### config.mk
export PLATFORM = sky130hd
export DESIGN_NAME = reservation_station
export DESIGN_NICKNAME = d
export VERILOG_FILES = /design/src/rtl/rs_pkg.sv /design/src/rtl/rs_entry.sv /design/src/rtl/reservation_station.sv
export SDC_FILE = /design/constraint.sdc
export NUM_CORES = 2
export LEC_CHECK = 0
export ABC_AREA = 1
export CAP_MARGIN = 20
export CORE_ASPECT_RATIO = 0.75
export CORE_MARGIN = 1
export CORE_UTILIZATION = 50
export CTS_CLUSTER_DIAMETER = 80
export DETAILED_ROUTE_END_ITERATION = 7
export PLACE_DENSITY = 0.7
export SKIP_CTS_REPAIR_TIMING = 1
export SLEW_MARGIN = 20
export SYNTH_ARGS = -nofsm -noshare
export SYNTH_HDL_FRONTEND = slang
export SYNTH_SLANG_ARGS = --single-unit
### constraint.sdc
create_clock -name clk -period 6.47 [get_ports clk]
set_clock_uncertainty 0.15 [all_clocks]
set_input_delay 0.9705 -clock clk [delete_from_list [all_inputs] [get_ports clk]]
set_output_delay 0.9705 -clock clk [all_outputs]
set_load 0.02 [all_outputs]
### src/rtl/rs_pkg.sv
// Shared definitions for the reservation station: dispatched-bundle layout,
// ctrl bit positions and the per-entry storage record.
package rs_pkg;

    localparam int DECOMP_W    = 117;
    localparam int XLEN        = 32;
    localparam int REG_W       = 5;
    localparam int CTRL_W      = 14;

    // Field offsets inside the dispatched bundle.
    localparam int MEMDATA_LSB = 85;
    localparam int CTRL_LSB    = 71;
    localparam int RS2_LSB     = 39;
    localparam int S2V_BIT     = 38;
    localparam int RS1_LSB     = 6;
    localparam int S1V_BIT     = 5;

    // Bit positions inside ctrl.
    localparam int CTRL_FP       = 13;
    localparam int CTRL_MEMWRITE = 6;

    typedef struct packed {
        logic [XLEN-1:0]   op1;
        logic [XLEN-1:0]   op2;
        logic [XLEN-1:0]   memdata;
        logic [CTRL_W-1:0] ctrl;
        logic [REG_W-1:0]  rd;
        logic [REG_W-1:0]  tag1;
        logic [REG_W-1:0]  tag2;
        logic              v1;
        logic              v2;
    } rs_entry_t;

    // Build a fresh entry from the dispatched bundle and its wakeup tags.
    function automatic rs_entry_t unpack_bundle(
        input logic [DECOMP_W-1:0] inst,
        input logic [REG_W-1:0]    rs1,
        input logic [REG_W-1:0]    rs2
    );
        rs_entry_t e;
        e.memdata = inst[MEMDATA_LSB +: XLEN];
        e.ctrl    = inst[CTRL_LSB +: CTRL_W];
        e.op2     = inst[RS2_LSB +: XLEN];
        e.v2      = inst[S2V_BIT];
        e.op1     = inst[RS1_LSB +: XLEN];
        e.v1      = inst[S1V_BIT];
        e.rd      = inst[REG_W-1:0];
        e.tag1    = rs1;
        e.tag2    = rs2;
        return e;
    endfunction

endpackage

### src/rtl/rs_entry.sv
// One reservation-station slot: registers the value chosen by the top
// (hold, shifted neighbour or new dispatch) after applying forwarding-bus
// wakeup to it, so capture and compaction happen at the same edge.
module rs_entry
    import rs_pkg::*;
(
    input  logic             clk,
    input  logic             rst,
    input  logic             clear,
    input  rs_entry_t        d,
    input  logic             fwd_valid,
    input  logic [REG_W-1:0] fwd_addr,
    input  logic [XLEN-1:0]  fwd_data,
    output rs_entry_t        q
);

    rs_entry_t woken;

    // Wakeup compare and capture; x0 is never a producer.
    always_comb begin
        woken = d;
        if (fwd_valid && (fwd_addr != '0)) begin
            if (!d.v1 && (d.tag1 == fwd_addr)) begin
                woken.op1 = fwd_data;
                woken.v1  = 1'b1;
            end
            if (!d.v2 && (d.tag2 == fwd_addr)) begin
                woken.v2 = 1'b1;
                // Stores keep their immediate in op2; the register value is store data.
                if (d.ctrl[CTRL_MEMWRITE]) begin
                    woken.memdata = fwd_data;
                end else begin
                    woken.op2 = fwd_data;
                end
            end
        end
    end

    // Slot register; reset and flush wipe the whole record including v bits.
    always_ff @(posedge clk) begin
        if (rst || clear) begin
            q <= '0;
        end else begin
            q <= woken;
        end
    end

endmodule

### src/rtl/reservation_station.sv
// In-order-aged reservation station. Entries form a compacting queue with
// index 0 oldest; the oldest entry with both operands valid is offered to
// the execution unit.
// Optional build macro: RS_PERF_CNT_EN enables the dispatch-stall counter.
//
// Handshakes (both ports): a transfer happens on a rising edge where valid
// and ready are both high. disp_ready depends only on the occupancy count.
// issue_valid and the issue_* payload come from registered state only, so
// they do not depend on issue_ready and hold steady until accepted or
// flushed.
module reservation_station
    import rs_pkg::*;
#(
    parameter int DEPTH    = 4,
    parameter int DECOMP_W = rs_pkg::DECOMP_W
) (
    input  logic                       clk,
    input  logic                       rst,
    input  logic                       flush,
    input  logic                       disp_valid,
    output logic                       disp_ready,
    input  logic [DECOMP_W-1:0]        disp_inst,
    input  logic [4:0]                 disp_rs1,
    input  logic [4:0]                 disp_rs2,
    input  logic                       fwd_valid,
    input  logic [4:0]                 fwd_addr,
    input  logic [31:0]                fwd_data,
    output logic                       issue_valid,
    input  logic                       issue_ready,
    output logic [31:0]                issue_op1,
    output logic [31:0]                issue_op2,
    output logic [31:0]                issue_memdata,
    output logic [13:0]                issue_ctrl,
    output logic [4:0]                 issue_rd,
    output logic [$clog2(DEPTH+1)-1:0] count,
    output logic [31:0]                perf_stall_cnt
);

    localparam int CW = $clog2(DEPTH + 1);
    localparam int IW = $clog2(DEPTH);

    rs_entry_t        q   [DEPTH];
    rs_entry_t        d   [DEPTH];
    rs_entry_t        up  [DEPTH];
    rs_entry_t        new_ent;
    logic [DEPTH-1:0] rdy;
    logic             found;
    logic [IW-1:0]    sel;
    logic             fire;
    logic             disp_fire;
    logic [CW-1:0]    wr_idx;
    logic [CW-1:0]    count_next;

    assign disp_ready = (count != CW'(DEPTH));
    // A dispatch in a flush cycle is dropped.
    assign disp_fire  = disp_valid && disp_ready && !flush;
    assign fire       = issue_valid && issue_ready;
    assign new_ent    = unpack_bundle(disp_inst, disp_rs1, disp_rs2);

    // Ready vector over occupied slots only; stale slots above count are ignored.
    always_comb begin
        rdy = '0;
        for (int i = 0; i < DEPTH; i++) begin
            rdy[i] = (CW'(i) < count) && q[i].v1 && q[i].v2;
        end
    end

    // Oldest-ready select: scan from the top so the lowest index wins.
    always_comb begin
        found = 1'b0;
        sel   = '0;
        for (int i = DEPTH - 1; i >= 0; i--) begin
            if (rdy[i]) begin
                found = 1'b1;
                sel   = IW'(i);
            end
        end
    end

    // Issue payload is zeroed when nothing is ready so idle outputs stay clean.
    always_comb begin
        issue_valid   = found;
        issue_op1     = '0;
        issue_op2     = '0;
        issue_memdata = '0;
        issue_ctrl    = '0;
        issue_rd      = '0;
        if (found) begin
            issue_op1     = q[sel].op1;
            issue_op2     = q[sel].op2;
            issue_memdata = q[sel].memdata;
            issue_ctrl    = q[sel].ctrl;
            issue_rd      = q[sel].rd;
        end
    end

    // Neighbour feed for compaction; the top slot has no younger neighbour.
    for (genvar g = 0; g < DEPTH; g++) begin : g_up
        if (g < DEPTH - 1) begin : g_mid
            assign up[g] = q[g+1];
        end else begin : g_top
            assign up[g] = q[g];
        end
    end

    // Compaction and dispatch placement: slots at or above the issued one
    // take their younger neighbour; the new entry lands after the shift.
    always_comb begin
        wr_idx = fire ? (count - CW'(1)) : count;
        for (int i = 0; i < DEPTH; i++) begin
            d[i] = (fire && (IW'(i) >= sel)) ? up[i] : q[i];
            if (disp_fire && (CW'(i) == wr_idx)) begin
                d[i] = new_ent;
            end
        end
    end

    for (genvar g = 0; g < DEPTH; g++) begin : g_ent
        rs_entry u_entry (
            .clk       (clk),
            .rst       (rst),
            .clear     (flush),
            .d         (d[g]),
            .fwd_valid (fwd_valid),
            .fwd_addr  (fwd_addr),
            .fwd_data  (fwd_data),
            .q         (q[g])
        );
    end

    // Occupancy next value: minus one on issue, plus one on dispatch.
    always_comb begin
        count_next = count;
        if (fire) begin
            count_next = count_next - CW'(1);
        end
        if (disp_fire) begin
            count_next = count_next + CW'(1);
        end
    end

    // Occupancy register; flush empties the queue.
    always_ff @(posedge clk) begin
        if (rst || flush) begin
            count <= '0;
        end else begin
            count <= count_next;
        end
    end

`ifdef RS_PERF_CNT_EN
    // Saturating count of cycles where dispatch was blocked by a full queue;
    // survives flush so it measures the whole run.
    always_ff @(posedge clk) begin
        if (rst) begin
            perf_stall_cnt <= '0;
        end else if (disp_valid && !disp_ready && (perf_stall_cnt != '1)) begin
            perf_stall_cnt <= perf_stall_cnt + 32'd1;
        end
    end
`else
    assign perf_stall_cnt = '0;
`endif

endmodule
==> summary.txt <==
Routing
  – DRT antenna net count: 0
  – Drt first pass iters: 6
  – Initial DRC count: 3,504
  – DRT Wirelength: 113,000 um
  – Vias per inst: 5.53
  – Via count: 35,000
  – DRC: 0
  – Per-cell routed wire length: 17.9 um

CTS
  – # clock sinks: 511
  – Number of buffers created by CTS: 54
  – H-tree levels: 2
  – Worst-Skew Late Latency: 640 ps
  – Worst-path clk slew: 60 ps
  – Clock buffer depth: 3
  – CTS tree: yes
  – Clk root buf: clkbuf_16

Run status
  – Outcome: finished, final reports clean

Global route
  – Largest net degree at the start of global routing: 194
  – Vias in the first global route: 31,000
  – Grt ovf: 0
  – Initial antenna violation count: 5
  – GRT Resource Usage Total: 33.0%
  – First-pass GRT wire length: 176,000 um

Yosys
  – Yosys reg bits: 511
  – Syn Inst Count: 5,461
  – YS warnings: 0
  – Netlist cell types: 36
  – Mapped cell area: 0.0327 sq mm
  – Synthesized area per cell: 5.98 sq um
  – Seq/Total Area, Yosys: 31.3%

Floorplanning
  – CORE AREA: 0.0641 sq mm
  – Full die area: 0.0664 sq mm
  – Die Y: 223 um
  – Io pins: 322
  – Site Rows: 80
  – Die width: 297 um
  – Starting density of the core: 51.0%

Timing
  – Final setup fails: 0
  – Slew Limit Fails: 0
  – Crit path time final: 5650 ps
  – Fin crit share: 87.4%
  – TNS Setup: 0 ps
  – Final hold vios: 0
  – Worst slew margin: 24.4%
  – Max Freq: 0.177 GHz
  – Worst-Margin Slew: 1130 ps
  – PnR worst setup slack: 815 ps
  – RSZ-0062 raised after global routing: no

Placement
  – IO buf count: 289
  – Setup Slack @ Placement: 1070 ps
  – Gpl congestion: 0.911
  – HPWL after detailed placement: 66,300 um

Power
  – PwrDens: 187 mW/mm^2
  – Overall power: 6.95 mW
  – Leak: 16.7 nW
  – Worst IR Drop VDD: 0.166 mV

Finish
  – Layout cells sized above 1: 3.88%
  – Commonest non-fill, non-tap cell in the layout: nand2_1
  – Final core occ: 57.9%
  – Fillers: 6,377
  – Most frequent cells in the layout: nand2_1 (1,110), nor2_1 (823), inv_1 (702)
  – Final nets: 5,588
  – Area Growth Syn to Fin: 13.6%

Worst setup path
  – CP Launch Type: flip-flop
  – Critical path capture point type: output port
  – Req. time, crit path: 5350 ps
  – Data arrival, critical path: 4530 ps
  – Crit Path Class: flip-flop to output port
  – CP max FO: 73

Job
  – Max-cap violations: 0

Min path
  – Hold Crit Class: flip-flop to flip-flop
## per-stage QoR
step           hold slack (ps)  area, sq um  instances
3_3_place_gp               305        35400       6218
2_1_floorplan              286        32800       5492
6_report                   322        37100       6321
5_1_grt                    346        37100       6320
4_1_cts                    323        37100       6317
3_5_place_dp               313        35400       6218
## state kept, by name (all words and copies together), names as in the netlist
name,cells
count,3
g_ent.u_entry.q,508
## worst max-delay path, stage by stage (launching register included)
cell and delay (ps):
dfxtp_1 440, inv_1 130, ha_1 200, nand2_1 90, nand2_1 70, nor2_2 160
nor2_4 60, nand2_4 480, inv_4 320, buf_12 350, a21oi_1 170, o21ai_0 90
a21oi_1 490, clkdlybuf4s50_1 720
## logic make-up after synthesis
group,share of synthesized area (%)
and+or+nand+nor,26.1
DFF,31.3
other,0.0115
AOI/OAI and AO/OA,27.5
buffers and inverters,14.5
xor gates and xnor gates,0.241
muxes,0.0920
adders and majority gates,0.153
## layout make-up
class	instances	area, sq um	area share (%)
Multi-Input combinational cell	3786	17900	48.3
Tap cell	861	1080	2.90
Timing Repair Buffer	347	3460	9.33
Sequential cell	511	10200	27.6
Inverter	714	2700	7.28
Clock inverter	11	104	0.280
Clock buffer	88	1620	4.36
Antenna cell	3	7.51	0.0202
## final timing paths
path,slack [ps],startpoint,depth (start not counted),end
worst max-delay path,820,count[1],13,issue_op2[28]
worst min-delay path,320,g_ent[3].u_entry.q[30],2,g_ent[3].u_entry.q[30]
worst max register to register,1540,count[1],23,g_ent[1].u_entry.q[98]
worst min register to register,320,g_ent[3].u_entry.q[30],2,g_ent[3].u_entry.q[30]
## cells in the mapped netlist
library cell	instances	area share (%)
buf_2	71	1.1
buf_1	55	0.63
nor2_2	12	0.23
inv_1	704	8.1
nor2_1	825	9.5
dfxtp_1	511	31
mux2i_1	3	0.092
o21bai_2	1	0.034
nand4_1	3	0.057
nand2_4	3	0.10
nand4_4	6	0.39
and3_1	3	0.057
xor2_1	9	0.24
buf_6	4	0.14
o21ai_0	674	10
inv_2	8	0.092
buf_4	38	0.87
a21oi_1	493	7.6
nand3_2	1	0.031
nand4_2	3	0.11
or2_2	17	0.33
clkbuf_1	313	3.6
nand2_2	7	0.13
nor2_8	1	0.061
conb_1	1	0.011
o21ai_1	37	0.57
nand3_1	101	1.5
ha_1	4	0.15
nor3_1	36	0.55
clkinv_1	2	0.023
a211oi_1	83	1.9
o211ai_1	308	7.1
a31oi_1	2	0.038
and2_1	1	0.019
nand2_1	1115	13
nor2_4	6	0.21
## power by group
group / leakage [nW] / internal [mW] / total (mW) / switching, mW
registers: 4.12 / 3.18 / 3.19 / 0.0126
clock network: 0.840 / 1.75 / 3.13 / 1.39
logic: 11.7 / 0.202 / 0.631 / 0.429
total: 16.7 / 5.12 / 6.95 / 1.83
## layer usage
metal | track usage, % | part of all wire (%) | vias up
met2 | 51.1 | 43 | 1648
met3 | 6.14 | 9.9 | 201
met1 | 45.2 | 44 | 15700
li1 | - | - | 17400
met4 | 12.7 | 3.3 | 0
met5 | 0 | 0 | -
Note: power is estimated with default switching activity, not from simulation.
